`src/rtl/bam_pkg.sv`:
```
// Shared types and helpers for the sequential broken-array multiplier.
package bam_pkg;

  typedef enum logic [1:0] {IDLE, RUN, DONE} state_t;

  localparam int MAXW = 128;

  function automatic int hw_width(input int n);
    return $clog2(n + 1);
  endfunction

  function automatic int vw_width(input int n);
    return $clog2(2 * n + 1);
  endfunction

  // Keeps columns v..w-1; any v >= w yields an all-zero mask.
  function automatic logic [MAXW-1:0] mask(input int v, input int w);
    logic [MAXW-1:0] m;
    m = '0;
    for (int i = 0; i < MAXW; i++) m[i] = (i >= v) && (i < w);
    return m;
  endfunction

endpackage

```
`src/rtl/bam_row_gen.sv`:
```
// One partial-product row of the broken array: (b_bit ? a : 0) << j with low columns cut.
module bam_row_gen
  import bam_pkg::*;
#(
  parameter int N  = 8,
  parameter int JW = 4,
  parameter int VW = 5
) (
  input  logic [N-1:0]   a,
  input  logic           b_bit,
  input  logic [JW-1:0]  j,
  input  logic [VW-1:0]  v,
  output logic [2*N-1:0] row
);

  logic [2*N-1:0] shifted;
  logic [2*N-1:0] col_mask;

  always_comb begin
    shifted  = b_bit ? ({{N{1'b0}}, a} << j) : '0;
    col_mask = (2*N)'(mask(int'(v), 2 * N));
    row      = shifted & col_mask;
  end

endmodule

```
`src/rtl/u_seqbam_mul.sv`:
```
// Iterative unsigned broken-array multiplier: one partial-product row per cycle,
// with horizontal/vertical cut points chosen per operation.
module u_seqbam_mul
  import bam_pkg::*;
#(
  parameter int N  = 8,
  parameter int HW = hw_width(N),
  parameter int VW = vw_width(N)
) (
  input  logic           clk,
  input  logic           rst,
  input  logic           in_valid,
  output logic           in_ready,
  input  logic [N-1:0]   a,
  input  logic [N-1:0]   b,
  input  logic [HW-1:0]  h_cut,
  input  logic [VW-1:0]  v_cut,
  output logic           out_valid,
  input  logic           out_ready,
  output logic [2*N-1:0] p
);

  state_t         state;
  logic [N-1:0]   a_q;
  logic [N-1:0]   b_q;
  logic [VW-1:0]  v_q;
  logic [HW-1:0]  j;
  logic [2*N-1:0] acc;
  logic [2*N-1:0] row;
  logic           b_bit;

  // j can exceed N-1 only outside RUN, where the selected bit is irrelevant.
  always_comb begin
    b_bit = 1'b0;
    for (int k = 0; k < N; k++)
      if (j == HW'(k)) b_bit = b_q[k];
  end

  bam_row_gen #(
    .N  (N),
    .JW (HW),
    .VW (VW)
  ) u_row_gen (
    .a     (a_q),
    .b_bit (b_bit),
    .j     (j),
    .v     (v_q),
    .row   (row)
  );

  always_ff @(posedge clk) begin
    if (rst) begin
      state     <= IDLE;
      in_ready  <= 1'b1;
      out_valid <= 1'b0;
      p         <= '0;
      acc       <= '0;
      j         <= '0;
      a_q       <= '0;
      b_q       <= '0;
      v_q       <= '0;
    end else begin
      case (state)
        IDLE: begin
          if (in_valid) begin
            a_q      <= a;
            b_q      <= b;
            v_q      <= v_cut;
            j        <= h_cut;
            acc      <= '0;
            in_ready <= 1'b0;
            if (32'(h_cut) < N) begin
              state <= RUN;
            end else begin
              state     <= DONE;
              out_valid <= 1'b1;
              p         <= '0;
            end
          end
        end
        RUN: begin
          acc <= acc + row;
          if (j == HW'(N - 1)) begin
            state     <= DONE;
            out_valid <= 1'b1;
            p         <= acc + row;
          end else begin
            j <= j + 1'b1;
          end
        end
        DONE: begin
          if (out_ready) begin
            state     <= IDLE;
            out_valid <= 1'b0;
            in_ready  <= 1'b1;
          end
        end
        default: begin
          state     <= IDLE;
          in_ready  <= 1'b1;
          out_valid <= 1'b0;
        end
      endcase
    end
  end

endmodule

```
`config.mk`:
```
export PLATFORM = sky130hd
export DESIGN_NAME = u_seqbam_mul
export DESIGN_NICKNAME = d
export VERILOG_FILES = /design/src/rtl/bam_pkg.sv /design/src/rtl/bam_row_gen.sv /design/src/rtl/u_seqbam_mul.sv
export SDC_FILE = /design/constraint.sdc
export NUM_CORES = 1
export LEC_CHECK = 0
export BUFFER_PORTS_ARGS = -buffer_cell sky130_fd_sc_hd__buf_2
export CAP_MARGIN = 10
export CELL_PAD_IN_SITES_DETAIL_PLACEMENT = 1
export CELL_PAD_IN_SITES_GLOBAL_PLACEMENT = 2
export CORE_UTILIZATION = 34
export CTS_BUF_LIST = sky130_fd_sc_hd__clkbuf_4
export DETAILED_ROUTE_END_ITERATION = 16
export PLACE_DENSITY_LB_ADDON = 0.1
export SLEW_MARGIN = 20
export SYNTH_ARGS = -nofsm -noshare
export SYNTH_HDL_FRONTEND = slang
export SYNTH_SLANG_ARGS = --single-unit
```
`constraint.sdc`:
```
create_clock -name clk -period 5.8 [get_ports clk]
set_input_delay 0.29 -clock clk [delete_from_list [all_inputs] [get_ports clk]]
set_output_delay 0.29 -clock clk [all_outputs]
set_load 0.01 [all_outputs]
```
==> impl_metrics.yaml <==
cells_and_area:
  layoutNonFillerInstCount: 649
  n_fill_cell: 1336
  area_growth_pct: 12.60
  drive_above_1_share_pct: 15.04
  post-route-util_pct: 39.87
  final_area_sq_um: 4172
  fin_nets: 556
clock_network:
  cts_tree: "done"
  cts.sinks: 61
  hold_buffers: 0
  cts_buffer_depth: 2
  root_buffer: "clkbuf_4"
  post_cts_buffers: 0
  cts-buffers-inserted: 9
  clk-insertion-delay-late_ns: 0.42
  cts.repair.resized: 0
  clk_pin_slew_worst_paths_ns: 0.11
  htree_levels: 3
routing:
  ant_nets: 0
  route.detailed.drc: 0
  wl_microns: 10930
  met1Wirelength_microns: 5613
  dr.pass1.iters: 4
  top_layer: "met4"
  avgViaCountPerCell: 5.439
  met2_length_microns: 4798
  drtIter0Drc: 177
  wl_per_cell_microns: 16.84
  via_count: 3530
  met3_length_microns: 399
placement:
  numPortBuffers: 46
  dp_hpwl_microns: 7979
  place_ws_ns: 1.429
  dp.cells: 632
  gp_congestion: 0.8261
  placed_cell_area_sq_um: 3993
synth:
  synth_cell_types: 65
  ys_async_sr_fraction_pct: 0
  syn-num-nets: 525
  synth_cells: 476
  synth-seq-area-share_pct: 32.96
  syn_area_per_cell_sq_um: 7.783
  syn_area_sq_um: 3705
  synthFlopType: "dfxtp_1"
  yosysWarnings: 0
  synth_edf_count: 0
  ys_seq_elements: 61
sta:
  finalSetupTns_ns: 0
  fmax_ghz: 0.2266
  period_needed_ns: 4.412
  maxSlewViolCount: 0
  period_share_pct: 76.08
  grt_setup_unrepaired: "false"
  final.setup_skew_ns: 0.01664
  finalHoldViolations: 0
  setup_viol: 0
  setup_ws_ns: 1.388
  hold_ws_ns: 0.1030
  worstMarginPinSlew_ns: 0.9715
  relSlewSlack_pct: 35.23
power:
  peakVddDrop_mv: 0.1663
  power_density_nw_per_um2: 250.1
  leakagePower_nw: 1.659
  power_mw: 1.043
worst_hold_path:
  hold_path.class: "input pin to register"
setup_path:
  worstSetupEndpointType: "register"
  startpoint_type: "register"
  cp.arrival_ns: 4.74
  crit_type: "register to register"
  critPathRequiredTime_ns: 6.13
  cp_max_fo: 18
global_route:
  antenna_found_initial: 1
  grt_util_all_layers_pct: 20.70
  grt_pass1_wl_microns: 18150
  first_global_vias: 3585
  grt_start_max_net_pins: 45
  overflow: 0
die:
  start_util_pct: 35.41
  rows: 37
  floorplan.die_area_sq_um: 11320
  core_area_sq_um: 10460
  fp.dieH_microns: 106.4
  design.portCount: 47
  fp.dieW_microns: 106.4
run_status:
  outcome: "completed"
job:
  maxCapViolations: 0
[final cells by class]
| cell class | instances | area, sq um | share of cell area, % |
|---|---|---|---|
| Clock inverter | 6 | 101.3 | 2.430 |
| Antenna cell | 1 | 2.502 | 0.05999 |
| Inverter | 7 | 26.28 | 0.6299 |
| Tap cell | 136 | 170.2 | 4.079 |
| Sequential cell | 61 | 1221 | 29.27 |
| Timing Repair Buffer | 48 | 245.2 | 5.879 |
| Clock buffer | 10 | 75.07 | 1.800 |
| Multi-Input combinational cell | 380 | 2330 | 55.85 |
[cells in the final DEF (no fill, tap or decap), types with 3 or more instances in the layout]
cell and instances:
xnor2_1 6, a21o_1 5, and3_1 5, a22o_1 3
nand4_1 3, mux2_2 4, inv_1 7, nor3b_1 4
nor2_1 37, a211oi_1 10, o211ai_1 5, mux2i_1 9
a21oi_1 54, clkbuf_4 10, dfxtp_1 61, bufinv_16 3
o31ai_1 4, o21ai_0 23, nor3_1 12, nor2b_1 6
xor2_1 4, and2_1 3, ha_1 19, nand2b_1 5
nand3_1 23, clkinv_1 3, o21bai_1 4, o2111ai_1 3
buf_2 46, nand2_1 83, a22oi_1 5, a32o_1 3
[critical path, cell delays in order, from the launching register on]
cell,delay [ns]
dfxtp_1,0.73
inv_1,0.28
ha_1,0.31
a21oi_1,0.13
a221o_1,0.17
a21o_1,0.13
nand2_1,0.05
o21ai_0,0.50
nor2_1,0.18
fa_1,0.49
a211oi_1,0.23
o21bai_1,0.14
a31oi_1,0.38
o211a_1,0.26
o21ai_0,0.10
a31o_2,0.23
[final timing paths]
path	start	to	slack [ns]	cells past startpoint
min reg2reg	p[7]	p[7]	0.46	2
max	j[0]	p[12]	1.39	15
min	b[0]	b_q[0]	0.10	3
max reg2reg	j[0]	p[12]	1.39	15
[cells in the mapped netlist (all sizes together), types with 3 or more instances]
master	instances	area [sq um]
xor2	4	35.03
nand3	23	115.1
nand2b	5	31.28
mux2	4	45.04
nand2	83	311.6
nand4	3	18.77
xnor2	6	52.55
dfxtp	61	1221
buf	9	56.30
a22oi	5	37.54
and3	5	31.28
inv	7	26.28
a21o	6	46.30
o2111ai	3	26.28
o31ai	5	51.30
o21bai	5	41.29
nor3	13	70.07
ha	19	237.7
a32o	3	30.03
a22o	3	26.28
a211oi	11	87.58
o21ai	24	120.1
a21oi	55	279.0
nor3b	4	30.03
and2	3	18.77
mux2i	9	90.09
nor2	37	138.9
clkbuf	19	73.82
nor2b	8	57.55
o211ai	5	37.54
[power by group]
group	internal (mW)	switching [mW]	leakage [nW]
logic	0.0689	0.120	1.07
registers	0.437	0.0372	0.496
clock network	0.219	0.160	0.0931
total	0.725	0.318	1.66
[state kept, by name, summed over array words and instances, names as in the netlist]
| name | count |
|---|---|
| a_q | 8 |
| acc | 16 |
| p | 16 |
| out_valid | 1 |
| v_q | 5 |
| b_q | 8 |
| state | 2 |
| in_ready | 1 |
| j | 4 |
[cells by family after synthesis]
logic type | Yosys count | synth area share (%)
muxes | 13 | 3.647
adders and majority gates | 20 | 6.957
xor gates and xnor gates | 10 | 2.364
and+or+nand+nor | 193 | 23.94
DFF | 61 | 32.96
AOI/OAI and AO/OA | 144 | 25.90
buffers and inverters | 35 | 4.222
[layer usage]
layer	vias up	GRT usage, %
met5	-	0
met2	54	32.19
met3	8	3.801
met1	1687	28.78
met4	0	6.448
li1	1781	-
Note: power is estimated with default switching activity, not from simulation.
